File: config.mk
export PLATFORM = sky130hd
export DESIGN_NAME = fft_peak_detect
export DESIGN_NICKNAME = d
export VERILOG_FILES = /design/src/rtl/fft_peak_detect.sv
export SDC_FILE = /design/constraint.sdc
export NUM_CORES = 2
export LEC_CHECK = 0
export ABC_AREA = 1
export CORE_UTILIZATION = 36
export CTS_BUF_LIST = sky130_fd_sc_hd__clkbuf_2
export DETAILED_ROUTE_END_ITERATION = 10
export GPL_ROUTABILITY_DRIVEN = 1
export PLACE_DENSITY_LB_ADDON = 0.1
export REMOVE_ABC_BUFFERS = 1
export SYNTH_ARGS = -nofsm -noshare
export SYNTH_HDL_FRONTEND = slang
export SYNTH_SLANG_ARGS = --single-unit
export TNS_END_PERCENT = 10
File: constraint.sdc
create_clock -name clk -period 4.14 [get_ports clk]
set_input_delay 0.621 -clock clk [delete_from_list [all_inputs] [get_ports clk]]
set_output_delay 0.621 -clock clk [all_outputs]
set_load 0.1 [all_outputs]
File: src/rtl/fft_peak_detect.sv
// Streaming FFT peak finder: magnitude-squared argmax over bins < fftpts/2.
// Ports: Avalon-ST-like spectrum input, peak_* result strobe. Macro: PEAK_DC_SKIP_EN.
module fft_peak_detect #(
  parameter int MAX_PTS = 4096,
  parameter int SQ_BITS = 16
) (
  input  logic                 clk,
  input  logic                 reset_n,
  input  logic                 in_valid,
  output logic                 in_ready,
  input  logic [1:0]           in_error,
  input  logic                 in_sop,
  input  logic                 in_eop,
  input  logic [31:0]          in_real,
  input  logic [31:0]          in_imag,
  input  logic [12:0]          fftpts,
  output logic                 peak_valid,
  output logic [12:0]          peak_bin,
  output logic [2*SQ_BITS:0]   peak_mag,
  output logic [1:0]           peak_error
);

  localparam int PW = 2 * SQ_BITS;
  localparam int MW = 2 * SQ_BITS + 1;
  localparam logic [12:0] MAXP = 13'(MAX_PTS);

  localparam logic [1:0] IDLE  = 2'd0;
  localparam logic [1:0] FRAME = 2'd1;
  localparam logic [1:0] FLUSH = 2'd2;

  logic [1:0]  state_q, state_d;
  logic        fl_q, fl_d;
  logic        ready_q, ready_d;
  logic [12:0] cnt_q, cnt_d;
  logic [12:0] pts_q, pts_d;

  logic        acc, take, cand;
  logic [12:0] pts_in, pts_cur, idx;

  logic signed [SQ_BITS-1:0] a, b;
  logic signed [PW-1:0]      aa, bb;

  logic          s1_vld_q, s1_sop_q, s1_eop_q;
  logic          s1_cand_q, s1_err_q, s1_len_q;
  logic [12:0]   s1_bin_q;
  logic [PW-1:0] s1_aa_q, s1_bb_q;

  logic [MW-1:0] sum, base_mag, max_q, max_d;
  logic [12:0]   base_bin, mbin_q, mbin_d;
  logic          base_err, ferr_q, ferr_d;
  logic          done_q;
  logic [1:0]    rerr_q;

  logic          pv_q;
  logic [12:0]   pbin_q;
  logic [MW-1:0] pmag_q;
  logic [1:0]    perr_q;

  assign acc    = in_valid & ready_q;
  assign pts_in = (fftpts == 13'd0 || fftpts > MAXP) ? MAXP : fftpts;
  assign pts_cur = in_sop ? pts_in : pts_q;
  assign idx    = in_sop ? 13'd0 :
                  (cnt_q == 13'h1fff) ? cnt_q : cnt_q + 13'd1;
  assign take   = acc & (in_sop | (state_q == FRAME));

`ifdef PEAK_DC_SKIP_EN
  assign cand = (idx < (pts_cur >> 1)) && (idx != 13'd0);
`else
  assign cand = (idx < (pts_cur >> 1));
`endif

  assign a  = in_real[31 -: SQ_BITS];
  assign b  = in_imag[31 -: SQ_BITS];
  assign aa = a * a;
  assign bb = b * b;

  always_comb begin
    state_d = state_q;
    fl_d    = fl_q;
    cnt_d   = cnt_q;
    pts_d   = pts_q;
    case (state_q)
      IDLE: begin
        if (acc && in_sop) begin
          cnt_d   = 13'd0;
          pts_d   = pts_in;
          fl_d    = 1'b0;
          state_d = in_eop ? FLUSH : FRAME;
        end
      end
      FRAME: begin
        if (acc) begin
          cnt_d = idx;
          if (in_sop) pts_d = pts_in;
          if (in_eop) begin
            fl_d    = 1'b0;
            state_d = FLUSH;
          end
        end
      end
      FLUSH: begin
        if (fl_q) state_d = IDLE;
        else      fl_d    = 1'b1;
      end
      default: state_d = IDLE;
    endcase
    ready_d = (state_d != FLUSH);
  end

  // A sop beat restarts the running maximum, so aborted frames vanish.
  always_comb begin
    sum      = {1'b0, s1_aa_q} + {1'b0, s1_bb_q};
    base_mag = s1_sop_q ? '0 : max_q;
    base_bin = s1_sop_q ? 13'd0 : mbin_q;
    base_err = s1_sop_q ? 1'b0 : ferr_q;
    max_d    = max_q;
    mbin_d   = mbin_q;
    ferr_d   = ferr_q;
    if (s1_vld_q) begin
      max_d  = base_mag;
      mbin_d = base_bin;
      ferr_d = base_err | s1_err_q;
      if (s1_cand_q && sum > base_mag) begin
        max_d  = sum;
        mbin_d = s1_bin_q;
      end
    end
  end

  always_ff @(posedge clk or negedge reset_n) begin
    if (!reset_n) begin
      state_q   <= IDLE;
      fl_q      <= 1'b0;
      ready_q   <= 1'b0;
      cnt_q     <= '0;
      pts_q     <= MAXP;
      s1_vld_q  <= 1'b0;
      s1_sop_q  <= 1'b0;
      s1_eop_q  <= 1'b0;
      s1_cand_q <= 1'b0;
      s1_err_q  <= 1'b0;
      s1_len_q  <= 1'b0;
      s1_bin_q  <= '0;
      s1_aa_q   <= '0;
      s1_bb_q   <= '0;
      max_q     <= '0;
      mbin_q    <= '0;
      ferr_q    <= 1'b0;
      done_q    <= 1'b0;
      rerr_q    <= '0;
      pv_q      <= 1'b0;
      pbin_q    <= '0;
      pmag_q    <= '0;
      perr_q    <= '0;
    end else begin
      state_q   <= state_d;
      fl_q      <= fl_d;
      ready_q   <= ready_d;
      cnt_q     <= cnt_d;
      pts_q     <= pts_d;
      s1_vld_q  <= take;
      s1_sop_q  <= in_sop;
      s1_eop_q  <= in_eop;
      s1_cand_q <= cand;
      s1_err_q  <= |in_error;
      s1_len_q  <= in_eop && (idx != pts_cur - 13'd1);
      s1_bin_q  <= idx;
      s1_aa_q   <= aa;
      s1_bb_q   <= bb;
      max_q     <= max_d;
      mbin_q    <= mbin_d;
      ferr_q    <= ferr_d;
      done_q    <= s1_vld_q & s1_eop_q;
      if (s1_vld_q && s1_eop_q) rerr_q <= {s1_len_q, ferr_d};
      pv_q      <= done_q;
      if (done_q) begin
        pbin_q <= mbin_q;
        pmag_q <= max_q;
        perr_q <= rerr_q;
      end
    end
  end

  assign in_ready   = ready_q;
  assign peak_valid = pv_q;
  assign peak_bin   = pbin_q;
  assign peak_mag   = pmag_q;
  assign peak_error = perr_q;

endmodule

* Word level (Yosys, flattened, before mapping)
Index checks and enable logic that the tools add are counted.
** Word-level totals
- Word-level logic and storage cells :: 84
- Input port bits :: 84
- Output and inout port bits :: 50
- Register bits after elaboration :: 212
** Cells by class
- Order comparisons :: 3
- $add $sub $neg :: 3
- Reduce and logical (&&, ||, !) cells :: 14
- Equal/unequal tests :: 8
- $mul :: 2
- Mux-type cells :: 26
- Bitwise operators :: 5
** Operators with widths (number)
- two-way mux 13 bit :: 10
- two-way mux 33 bit :: 2
- multiplier 16 x 16 -> 32 bit :: 2
- one-hot mux 13 bit (2 select lines) :: 2
- adder 32 x 32 -> 33 bit :: 1
- > comparator 33 bit :: 1
- adder 13 x 1 -> 13 bit (second input constant) :: 1
- equality test 13 bit (second input constant) :: 1
- > comparator 13 bit (second input constant) :: 1
- logical NOT 13 bit :: 1
- less-than comparator 13 x 12 -> 1 bit :: 1
- != test 13 bit :: 1
- subtractor 13 x 1 -> 13 bit (second input constant) :: 1
- two-way mux 2 bit :: 5
- != test 2 bit (second input constant) :: 4
- one-hot mux 2 bit (3 select lines) :: 1
- two-way mux 1 bit :: 5
- logical AND 1 bit :: 4
- AND reduction 4 bit :: 1
- nonzero test 2 bit :: 2
- AND 1 bit :: 3
- one-hot mux 1 bit (3 select lines) :: 1
- AND reduction 3 bit :: 1
- nonzero test 3 bit :: 1
- 7 further kinds :: 8

* Depth between registers and ports, before layout
- Depth in word-level cells :: 7
- Mapped depth :: 27
- Gate-level depth less buffers :: 26

* Least setup slack after synthesis
OpenSTA, ideal clock, no wires.
- Kind :: input port to flip-flop
- From :: input port in_real[17]
- To :: register s1_aa_q[30]
- Path buffers :: 2
- Cell stages on the path :: 20
- Setup slack :: -1.867 ns
- Arrival time :: 5.876 ns
- Cells stage by stage :: clkbuf_1 > clkbuf_1 > nand2_1 > inv_1 > fa_1 > fa_1 > fa_1 > fa_1 > fa_1 > inv_1 > fa_1 > inv_1 > ha_1 > a21oi_1 > nor2_1 > a211oi_1 > o21ai_0 > a21oi_1 > o21ai_0 > xor2_1
** On the way
- Cells in the longest elaborated chain, start to end :: 1
** RTL lines
- start, declared :: line 14 : input logic [31:0] in_real,
- multiplier 16 x 16 -> 32 bit :: line 74 : assign aa = a * a;
- net aa[30] :: line 41 : logic signed [PW-1:0] aa, bb;
- end signal, assigned :: line 144 : s1_aa_q <= '0;
- end signal, assigned :: line 168 : s1_aa_q <= aa;
- end, declared :: line 46 : logic [PW-1:0] s1_aa_q, s1_bb_q;
The timed path passes the listed nets, and every way through them passes these cells.
A chain may end at the register's enable or synchronous reset.

* Worst setup path in the final report
- From :: input port in_imag[23]
- To :: register s1_bb_q[28]
** On the way
- Cells in the longest elaborated chain, start to end :: 1
** RTL lines
- start, declared :: line 15 : input logic [31:0] in_imag,
- multiplier 16 x 16 -> 32 bit :: line 75 : assign bb = b * b;
- net bb[28] :: line 41
- end signal, assigned :: line 145 : s1_bb_q <= '0;
- end signal, assigned :: line 169 : s1_bb_q <= bb;
- end, declared :: line 46
The timed path passes the listed nets, and every way through them passes these cells.

==> impl_metrics.env <==
export IMPL_maxCapViolCount=0
export IMPL_area_delta_synth_final_pct=31.5
export IMPL_nets=4809
export IMPL_synthAdderAreaFrac_pct=43.0
export IMPL_cts_reportedPaths_clkPinSlew_ns=0.09
export IMPL_dp_cells=4905
export IMPL_die_y_um=287
export IMPL_muxShareOfSynthArea_pct=1.81
export IMPL_drt_iter0_markers=1034
export IMPL_synth_area_top_cells="fa_1 32%, dfrtp_1 18%, ha_1 11%"
export IMPL_finalHoldViolCount=0
export IMPL_cp_top_family="adder cells"
export IMPL_fmax_mhz=210
export IMPL_dieArea_um2=82400
export IMPL_path_class="input port to register"
export IMPL_synth_area_per_cell_um2=8.62
export IMPL_grt_pass1_wl_mm=128
export IMPL_synth_compound_area_share_pct=7.01
export IMPL_hold_path_class="input port to register"
export IMPL_synth_top_flop_cell="dfrtp_1"
export IMPL_rows=104
export IMPL_wl_per_cell_um=15.0
export IMPL_grt_pass1_vias=24700
export IMPL_netlist_area_um2=29300
export IMPL_vias=23400
export IMPL_finalMaxSlewViolations=0
export IMPL_port_buffers=101
export IMPL_regArea_um2=5260
export IMPL_arrival_ns=5.61
export IMPL_finalCriticalPeriod_ns=4.76
export IMPL_slew_headroom_pct=23.3
export IMPL_vias_per_cell=4.58
export IMPL_drive_above_1_share_pct=29.0
export IMPL_yosys_area_share_xor_xnor_pct=3.83
export IMPL_routed_wirelength_mm=76.7
export IMPL_fill_cells=7889
export IMPL_synth_edf_count=0
export IMPL_dp_hpwl_mm=62.1
export IMPL_synth_top_family_by_area="adder cells"
export IMPL_path_buf_inv=10
export IMPL_numCtsBuffers=57
export IMPL_fin_ws_ns=-0.620
export IMPL_clock_sinks=210
export IMPL_synth_cell_types=60
export IMPL_syn_inst=3395
export IMPL_synth_top_cell_area_share_pct=32.0
export IMPL_worst_slew_pin_slew_ns=1.15
export IMPL_multiInputGateArea_um2=22200
export IMPL_crit_fanout=8
export IMPL_synthArstFlopShare_pct=100
export IMPL_finalSetupViolCount=40
export IMPL_overflow=0
export IMPL_ys_top_cells_by_count="841 x inv_1, 618 x nand2_1, 468 x fa_1"
export IMPL_met1_length_mm=35.9
export IMPL_clockRootBuffer="clkbuf_2"
export IMPL_crit_required_ns=4.99
export IMPL_initial_utilization_pct=36.3
export IMPL_rsz0062_at_grt="true"
export IMPL_ys_seq_elements=210
export IMPL_crit_slowest_cell="fa_1"
export IMPL_fin_skew_ns=0.0544
export IMPL_wl_met3_mm=2.23
export IMPL_synth_simple_area_share_pct=13.9
export IMPL_ant_nets=0
export IMPL_grt_max_degree=108
export IMPL_fp_dieW_um=287
export IMPL_violations="setup timing"
export IMPL_clockBufferDepth=3
export IMPL_cp_common_cell="fa_1"
export IMPL_insertion_delay_ns=0.96
export IMPL_gp_congestion=0.852
export IMPL_outcome="finished with violations"
export IMPL_route_detailed_drc=0
export IMPL_place_ws_ns=-2.27
export IMPL_synth_area_leader_cell="fa_1"
export IMPL_htree_levels=2
export IMPL_grt_antenna_before_repair=2
export IMPL_top_layer_used="met4"
export IMPL_first_pass_iters=5
export IMPL_final_instance_count_excl_fill=5100
export IMPL_wl_met2_mm=37.4
export IMPL_critPathMaxStageDelay_ns=0.58
export IMPL_post_synth_top_count_cell="inv_1"
export IMPL_start_kind="input port"
export IMPL_grtUsageTotal_pct=19.5
export IMPL_endpoint_kind="register"
export IMPL_fp_coreArea_um2=80500
export IMPL_fin_crit_sh_pct=115
export IMPL_path_cells="clkdlybuf4s15_2 -> buf_12 -> buf_6 -> nand2_4 -> inv_1 -> fa_1 -> inv_1 -> fa_1 -> inv_2 -> fa_1 -> fa_2 -> fa_1 -> inv_1 -> fa_1 -> inv_2 -> ha_4 -> buf_4 -> nand2_4 -> nor2_4 -> inv_2 -> o21bai_4 -> a21boi_2 -> o21bai_1 -> xor2_1"
export IMPL_tritoncts="done"
export IMPL_num_io_pins=134
export IMPL_yosysWarnings=0
export IMPL_ys_seq_area_share_pct=18.0
state kept, by name, summed over array words and instances (netlist names), 2 cells and up:
register,flops
state_q,2
s1_bb_q,31
max_q,33
peak_error,2
s1_aa_q,31
s1_bin_q,13
pts_q,13
cnt_q,13
peak_mag,33
peak_bin,13
mbin_q,13
rerr_q,2
metal layers:
| layer | vias to the layer above | global-route usage, % |
|---|---|---|
| met4 | 0 | 3.71 |
| met2 | 289 | 33.2 |
| met3 | 78 | 2.04 |
| met1 | 11500 | 27.0 |
| li1 | 11500 | - |
| met5 | - | 0 |
final cells by class:
cell class                 instances  share of cell area, %
multi-input combinational       2225                   57.6
timing repair buffer             653                   15.6
sequential                       210                   13.7
inverter                         853                   8.37
tap                             1060                   3.45
clock buffer                      84                   1.09
clock inverter                    12                  0.208
antenna                            3                 0.0195
kinds of logic (layout without fill, tap and decap cells):
family | Yosys count | after routing
simple gates | 967 | 967
buf+inv | 960 | 1602
fa+ha+maj | 725 | 725
compound gates | 358 | 358
flops | 210 | 210
xor+xnor | 128 | 128
mux | 47 | 47
other cells | 0 | 3
repair_timing:
item | in CTS | in global routing
setup buffers | 68 | 15
setup endpoints to repair | 48 | 91
gates resized for setup | 482 | 211
pin swaps | 198 | 128
hold buffers | 1 | 0
gates cloned | 12 | 1
hold endpoints to repair | 102 | 0
metrics by stage:
| stage | util [%] | setup TNS [ns] | hold slack (ns) | instance area, um^2 |
|---|---|---|---|---|
| floorplan | - | -48.53 | 0.325 | 28800 |
| global route | 47.8 | -21.66 | 0.111 | 38500 |
| CTS | 46.7 | -13.55 | 0.120 | 37600 |
| detailed placement | 43.3 | -92.71 | 0.464 | 34900 |
| global placement | 43.3 | -91.56 | 0.461 | 34900 |
| finish | 47.8 | -17.22 | 0.246 | 38500 |
worst paths after layout:
path                                end         from  slack, ns  cells past startpoint
max                         s1_bb_q[28]  in_imag[23]      -0.62                     24
min                            s1_eop_q       in_eop       0.25                      1
max reg2reg                   mbin_q[6]   s1_bb_q[9]       0.21                     20
min reg2reg                   rerr_q[0]    rerr_q[0]       0.48                      2
max in group asynchronous  peak_mag[11]      reset_n       2.89                      3
min in group asynchronous      in_ready      reset_n       0.32                      2
placed cells by master (no fill, tap or decap), types with 87 or more instances in the layout:
cell type  instances
inv_1            768
nand2_1          532
buf_4            437
fa_1             423
dfrtp_1          208
ha_1             207
nor2_1           125
a21oi_1          105
nand3_1          102
clkbuf_2          87
Power is not shown: default switching activity piles up to over one toggle a cycle in this logic, so the estimate is an artifact.
